[config.mk]
export PLATFORM = sky130hd
export DESIGN_NAME = wb_regfile
export DESIGN_NICKNAME = d
export VERILOG_FILES = /design/src/rtl/wb_regfile_pkg.sv /design/src/rtl/wb_regfile_regfile_2r1w.sv /design/src/rtl/wb_regfile.sv
export SDC_FILE = /design/constraint.sdc
export NUM_CORES = 2
export LEC_CHECK = 0
export ABC_CLOCK_PERIOD_IN_PS = 2600
export BUFFER_PORTS_ARGS = -buffer_cell sky130_fd_sc_hd__buf_2
export CAP_MARGIN = 25
export CELL_PAD_IN_SITES_DETAIL_PLACEMENT = 0
export CELL_PAD_IN_SITES_GLOBAL_PLACEMENT = 2
export CORE_AREA = 2 2 379 381
export DETAILED_ROUTE_END_ITERATION = 8
export DIE_AREA = 0 0 381 383
export GPL_TIMING_DRIVEN = 1
export PLACE_DENSITY_LB_ADDON = 0.3
export SKIP_LAST_GASP = 1
export SYNTH_ARGS = -nofsm -noshare
export SYNTH_HDL_FRONTEND = slang
export SYNTH_SLANG_ARGS = --single-unit
[constraint.sdc]
create_clock -name clk -period 2.6 [get_ports clk]
set_input_delay 0.52 -clock clk [delete_from_list [all_inputs] [get_ports clk]]
set_output_delay 0.52 -clock clk [all_outputs]
set_load 0.02 [all_outputs]
[src/rtl/wb_regfile_pkg.sv]
// Shared constants and types for the write-back register file slice.
package wb_regfile_pkg;

  localparam logic [31:0] ZERO_WORD  = 32'h0;
  localparam int unsigned REG_ADDR_W = 5;
  localparam int unsigned REG_NUM    = 32;

  localparam logic WRITE_ENABLE  = 1'b1;
  localparam logic WRITE_DISABLE = 1'b0;
  localparam logic READ_ENABLE   = 1'b1;
  localparam logic READ_DISABLE  = 1'b0;

  typedef logic [31:0]           word_t;
  typedef logic [REG_ADDR_W-1:0] reg_addr_t;

endpackage

[src/rtl/wb_regfile_regfile_2r1w.sv]
// 32 x 32-bit GPR array: two gated combinational read ports, one write port,
// asynchronous active-low clear. Register 0 is hardwired to zero.
module regfile_2r1w
  import wb_regfile_pkg::*;
(
  input  logic      clk_i,
  input  logic      rst_ni,
  input  logic      we_i,
  input  reg_addr_t waddr_i,
  input  word_t     wdata_i,
  input  logic      re1_i,
  input  reg_addr_t raddr1_i,
  output word_t     rdata1_o,
  input  logic      re2_i,
  input  reg_addr_t raddr2_i,
  output word_t     rdata2_o
);

  word_t regs_q [REG_NUM];

  always_ff @(posedge clk_i or negedge rst_ni) begin
    if (!rst_ni) begin
      for (int unsigned i = 0; i < REG_NUM; i++) begin
        regs_q[i] <= ZERO_WORD;
      end
    end else if (we_i == WRITE_ENABLE && waddr_i != '0) begin
      regs_q[waddr_i] <= wdata_i;
    end
  end

  always_comb begin
    rdata1_o = ZERO_WORD;
    if (re1_i == READ_ENABLE && raddr1_i != '0) begin
      rdata1_o = regs_q[raddr1_i];
    end
  end

  always_comb begin
    rdata2_o = ZERO_WORD;
    if (re2_i == READ_ENABLE && raddr2_i != '0) begin
      rdata2_o = regs_q[raddr2_i];
    end
  end

endmodule

[src/rtl/wb_regfile.sv]
// Write-back stage register file: GPRs, HI/LO pair and a retire counter.
// Define WB_REGFILE_BYPASS_EN to forward same-cycle write data to the read ports.
module wb_regfile
  import wb_regfile_pkg::*;
#(
  parameter int unsigned CNT_W = 32
) (
  input  logic             clk,
  input  logic             rst_n,
  input  logic [4:0]       wb_wd,
  input  logic             wb_wreg,
  input  logic [31:0]      wb_wdata,
  input  logic             wb_whilo,
  input  logic [31:0]      wb_hi,
  input  logic [31:0]      wb_lo,
  input  logic             re1,
  input  logic             re2,
  input  logic [4:0]       raddr1,
  input  logic [4:0]       raddr2,
  output logic [31:0]      rdata1,
  output logic [31:0]      rdata2,
  output logic [31:0]      hi_o,
  output logic [31:0]      lo_o,
  output logic [CNT_W-1:0] retire_cnt
);

  word_t            rf_rdata1;
  word_t            rf_rdata2;
  word_t            hi_q, hi_d;
  word_t            lo_q, lo_d;
  logic [CNT_W-1:0] cnt_q, cnt_d;

  regfile_2r1w u_gpr (
    .clk_i    (clk),
    .rst_ni   (rst_n),
    .we_i     (wb_wreg),
    .waddr_i  (wb_wd),
    .wdata_i  (wb_wdata),
    .re1_i    (re1),
    .raddr1_i (raddr1),
    .rdata1_o (rf_rdata1),
    .re2_i    (re2),
    .raddr2_i (raddr2),
    .rdata2_o (rf_rdata2)
  );

  always_comb begin
    hi_d  = hi_q;
    lo_d  = lo_q;
    cnt_d = cnt_q;
    if (wb_whilo == WRITE_ENABLE) begin
      hi_d = wb_hi;
      lo_d = wb_lo;
    end
    // A cycle retiring both a GPR and a HI/LO write counts as one event.
    if (wb_wreg == WRITE_ENABLE || wb_whilo == WRITE_ENABLE) begin
      cnt_d = cnt_q + CNT_W'(1);
    end
  end

  always_ff @(posedge clk or negedge rst_n) begin
    if (!rst_n) begin
      hi_q  <= ZERO_WORD;
      lo_q  <= ZERO_WORD;
      cnt_q <= '0;
    end else begin
      hi_q  <= hi_d;
      lo_q  <= lo_d;
      cnt_q <= cnt_d;
    end
  end

  assign retire_cnt = cnt_q;

`ifdef WB_REGFILE_BYPASS_EN
  // Forwarding is gated by rst_n so reads stay zero throughout reset.
  always_comb begin
    rdata1 = rf_rdata1;
    rdata2 = rf_rdata2;
    hi_o   = hi_q;
    lo_o   = lo_q;
    if (rst_n && re1 == READ_ENABLE && raddr1 != '0 &&
        wb_wreg == WRITE_ENABLE && wb_wd == raddr1) begin
      rdata1 = wb_wdata;
    end
    if (rst_n && re2 == READ_ENABLE && raddr2 != '0 &&
        wb_wreg == WRITE_ENABLE && wb_wd == raddr2) begin
      rdata2 = wb_wdata;
    end
    if (rst_n && wb_whilo == WRITE_ENABLE) begin
      hi_o = wb_hi;
      lo_o = wb_lo;
    end
  end
`else
  assign rdata1 = rf_rdata1;
  assign rdata2 = rf_rdata2;
  assign hi_o   = hi_q;
  assign lo_o   = lo_q;
`endif

endmodule

# After elaboration in Yosys (flattened, before gate mapping)
# Index checks and enable logic that the tools add are counted.
[classes]
add_sub_neg = 1
order_cmp = 4
muxes = 11
bitwise = 3
reduce_logical = 8
[op_table]
columns = ["operator", "count"]
rows = [
  ["bitwise mux 1024 bit", 1],
  ["binary-select mux 32 bit (select 5 bit)", 2],
  ["two-way mux 32 bit", 7],
  ["demux 32 bit (select 5 bit)", 1],
  ["adder 32 x 1 -> 32 bit (second input constant)", 1],
  ["greater-or-equal comparator 6 bit (second input constant)", 3],
  ["inverter 5 -> 6 bit", 3],
  ["nonzero test 5 bit", 3],
  ["< comparator 6 x 1 -> 1 bit (second input constant)", 1],
  ["logical AND 1 bit", 4],
  ["logical OR 1 bit", 1],
]
[totals]
regBits = 1120
inputBits = 117
out_inout_bits = 160
wordCells = 62

# Longest topological paths before layout
[logic_depth]
word_depth = 6
mapped_depth = 9
mapped_depth_nobuf = 6

# Modules after synthesis
# Synthesis repeated with hierarchy kept, for this count alone.
[unflattened]
cells_unflattened = 3802
hier_area_um2 = 58064.4
[by_module_without_submodules]
columns = ["mod", "n_inst", "cells_each", "area_each_um2", "seq_area_each_um2"]
rows = [
  ["regfile_2r1w", 1, 3550, 54308.3, 25624.6],
  ["wb_regfile", 1, 252, 3756.1, 2402.3],
]

# Worst setup path before layout
# Ideal clock, no wire load.
[synth_path]
path_kind = "input port to output port"
startpoint = "in raddr2[0]"
endpoint = "out rdata2[12]"
t_arrival_ns = 2.359
t_required_ns = 2.080
setup_slack_ns = -0.279
path_stages = 9
path_buffers = 5
path_cell_list = "buf_2 -> buf_6 -> buf_4 -> buf_6 -> and2b_1 -> buf_2 -> a22oi_1 -> nand3_1 -> a311oi_1"
[synth_between]
elab_chain_cells = 5
elab_cells_between_ends = 7
cone_classes = "4 x mux; 1 x bitwise; 2 x reduce/logical"
[synth_lines]
columns = ["element", "line", "source"]
rows = [
  ["start: declaration", "wb_regfile.sv:19", "input logic [4:0] raddr2,"],
  ["inverter 5 -> 6 bit (not written as such)", "wb_regfile_regfile_2r1w.sv:41", "rdata2_o = regs_q[raddr2_i];"],
  ["binary-select mux 32 bit (select 5 bit)", "wb_regfile_regfile_2r1w.sv:41", ""],
  ["two-way mux 32 bit (not written as such) (2 in a row)", "wb_regfile_regfile_2r1w.sv:41", ""],
  ["two-way mux 32 bit *", "wb_regfile_regfile_2r1w.sv:40", "if (re2_i == READ_ENABLE && raddr2_i != '0) begin"],
  ["end: declaration", "wb_regfile.sv:21", "output logic [31:0] rdata2,"],
]
# Mark *: on every way between the ends. The rest lies on a longest branch, timed or not. The select of a mux whose other input is x is not followed.

# Worst setup path in the final report
[layout_path]
startpoint = "reg u_gpr.regs_q[589] (netlist name)"
endpoint = "out rdata2[13]"
[layout_between]
elab_chain_cells = 4
[layout_lines]
columns = ["element", "line", "source"]
rows = [
  ["start: declaration", "wb_regfile_regfile_2r1w.sv:19", "word_t regs_q [REG_NUM];"],
  ["start signal: indexed assignment", "wb_regfile_regfile_2r1w.sv:27", "regs_q[waddr_i] <= wdata_i;"],
  ["binary-select mux 32 bit (select 5 bit)", "wb_regfile_regfile_2r1w.sv:41", ""],
  ["two-way mux 32 bit (not written as such) (2 in a row)", "wb_regfile_regfile_2r1w.sv:41", ""],
  ["two-way mux 32 bit", "wb_regfile_regfile_2r1w.sv:40", ""],
]
# No other way between the ends. The select of a mux whose other input is x is not followed.

==> reports/metrics.yaml <==
cts.clk_slew.worst_paths_ns: 0.06
p_leak_nw: 32.1
synth_mux_area_frac: 0.404
synth.area.top_cells: "dfrtp_1 48%, mux2_2 21%, mux4_2 14%"
asyncSetResetFlopFracSynth: 1.00
synth_fp_nets: 4111
place_area_sq_um: 66900
max_freq_ghz: 0.320
area_delta_synth_final_pct: 26.3
cp-end-kind: "primary output"
slew_violations: 0
relSlewSlack: 0.445
synth_edf_count: 0
synth.yosys.seq_area_share: 0.484
dieWidth_um: 381
synthXorXnorAreaFrac: 0.00469
power_density_nw_per_um2: 739
port_buffers: 276
num_rows: 139
slowest_stage: "mux4_2"
synth.avg_cell_area_sq_um: 14.5
cp-start-kind: "register"
routed-via-count: 39300
postLayoutCellArea_sq_um: 73200
crit_path_start: "u_gpr.regs_q[589]"
grt_util_all_layers: 0.277
clockBufferDepth: 3
crit_arrival_ns: 2.60
grt_pass1_wl_um: 296000
synth_top_area_frac: 0.484
insertion_delay_ns: 0.77
crit_chain: "mux4_2 -> mux2_4 -> a221oi_2 -> buf_4 -> a211oi_4 -> buf_6"
die_y_um: 383
wire_per_inst_um: 30.9
clock_sinks: 1120
drtIter0Drc: 2791
path_max_fanout: 3
finalSetupViolations: 64
hold_path.class: "in -> reg"
period_share: 1.20
grt_pass1_vias: 41500
synth_top_family_by_area: "multiplexers"
antenna_found_initial: 21
synth_compound_area_frac: 0.0586
multi_input_area_sq_um: 30100
dieArea_sq_um: 146000
p_total_mw: 54.1
nNetsFinal: 4615
start_util: 0.407
routed_wl_um: 202000
ir_drop_uv: 519
seq_area_sq_um: 28000
worst_pin_slew_ns: 0.831
vias_per_cell: 6.03
violations: "negative setup slack"
synthFlopType: "dfrtp_1"
firstDrtPassIters: 5
period_minus_slack_ns: 3.12
cts_tree: "yes"
outcome: "finished, violations left"
drc_errors: 0
cts-htree-levels: 4
io_pins: 277
syn_inst: 3993
yosys.area_share.simple: 0.0139
final.setup.tns_ns: -25.25
finish.utilization: 0.515
hpwl_um: 132000
ys_types: 49
nFillCells: 12200
cap_violations: 0
overflow: 0
clock_skew_ns: 0.00771
clockRootBuffer: "clkbuf_16"
synth_area_leader_cell: "dfrtp_1"
hold_viol_final: 0
netlist_area_sq_um: 57900
hp-start: "wb_hi[0]"
setup_slack_ns: -0.522
rsz0062_at_grt: "true"
synth-adder-area-share: 0.000216
ant_nets: 0
cts_made_buffers: 136
grt_max_degree: 102
worstSetupPathType: "reg -> out"
slowest_delay_ns: 0.48
core_sq_um: 142000
r2r-start: "retire_cnt[8]"
globalplace.congestion: 0.830
ys_ff_latch: 1120
drive_above_1_share: 0.566
cp.required_ns: 2.08
ys_warn_count: 0
worst paths after layout:
kind / to / slack, ns / cells after the start
max in group asynchronous: u_gpr.regs_q[305] / 1.32 / 3
min: hi_o[0] / 0.06 / 2
min reg2reg: u_gpr.regs_q[1020] / 0.40 / 0
min in group asynchronous: u_gpr.regs_q[229] / 0.25 / 2
max reg2reg: retire_cnt[31] / 0.72 / 6
max: rdata2[13] / -0.52 / 6
placed cells by master, fill, tap and decap left out, drive strengths merged, types with 3 or more instances in the layout:
master       Yosys  routed
dfrtp         1120    1120
mux2          1093    1093
buf            191     748
mux4           348     348
mux2i          328     328
clkbuf         254     201
a21oi          110     110
a22o            64      64
dlygate4sd3      0      62
a22oi           62      62
nand2           55      55
o221ai          50      50
a211oi          50      50
a2111oi         40      40
o22ai           40      40
nor2            28      28
a221oi          26      26
nand3           25      25
xnor2           23      23
clkinv           0      21
diode            0      13
a311oi          12      12
bufinv           0      10
xor2             8       8
and2             8       8
nand4            7       7
nor2b            7       7
nor3             7       7
and3             5       5
nand3b           5       5
clkinvlp         0       5
inv              1       5
nor3b            4       4
nor4             3       3
state kept, by name, indices dropped and copies added (netlist names):
signal,cells
hi_o,32
lo_o,32
u_gpr.regs_q,1024
retire_cnt,32
kinds of logic (layout without fill, tap and decap cells):
| family | count (synthesis) | count (layout) |
|---|---|---|
| simple gates | 163 | 163 |
| fa+ha+maj | 1 | 1 |
| buf+inv | 446 | 1052 |
| other cells | 0 | 13 |
| compound gates | 463 | 463 |
| mux | 1769 | 1769 |
| flops | 1120 | 1120 |
| xor+xnor | 31 | 31 |
area by class of cell:
type,count,share of cell area
well taps,1903,0.0325
clock inverters,40,0.00715
diodes,13,0.000444
clock buffers,200,0.0552
multi-input cells,2427,0.412
flip-flops and latches,1120,0.383
inverters,1,0.0000513
repair buffers,811,0.110
power by group:
| part | internal, mW | switching (mW) | leakage (nW) |
|---|---|---|---|
| sequential | 20.6 | 2.39 | 14.3 |
| clock | 11.7 | 7.77 | 2.24 |
| combinational | 6.63 | 4.93 | 15.6 |
worst max-delay path: cells and delay by family (launching register included):
family	cells	cell delay, ns
compound gates	2	0.32
buf+inv	2	0.33
flops	1	0.40
mux	2	0.77
cell usage after synthesis (all sizes together) (5+ instances only):
cell,count
mux2i,328
buf,191
a21oi,110
xor2,8
nor2b,7
o22ai,40
a311oi,12
nor2,28
nand2,55
a221oi,26
nand3b,5
a2111oi,40
clkbuf,254
o221ai,50
nor3,7
a211oi,50
a22oi,62
xnor2,23
nand4,7
dfrtp,1120
mux4,348
mux2,1093
a22o,64
nand3,25
and2,8
and3,5
per-layer routing:
layer | vias to the layer above | track usage | part of all wire
met5 | - | 0 | 0
met4 | 0 | 0.106 | 0.038
met3 | 393 | 0.0399 | 0.049
met2 | 1136 | 0.458 | 0.49
met1 | 21300 | 0.371 | 0.43
li1 | 16400 | - | -
what timing repair did:
item,CTS,global route
endpoints found under the hold margin,95,0
pin swaps,136,22
setup buffers,5,3
setup endpoints to repair,64,64
hold buffers,62,0
gates resized for setup,174,21
per-stage QoR:
| stage | hold WS, ns | setup slack [ns] | instances |
|---|---|---|---|
| 6_report | 0.0623 | -0.522 | 6515 |
| 5_1_grt | 0.0317 | -0.600 | 6510 |
| 4_1_cts | 0.0164 | -0.572 | 6499 |
| 3_5_place_dp | 0.388 | -0.607 | 6203 |
| 3_3_place_gp | 0.384 | -0.653 | 6203 |
| 2_1_floorplan | 0.224 | -0.0200 | 3993 |
Power figures use the tool's default switching activity.
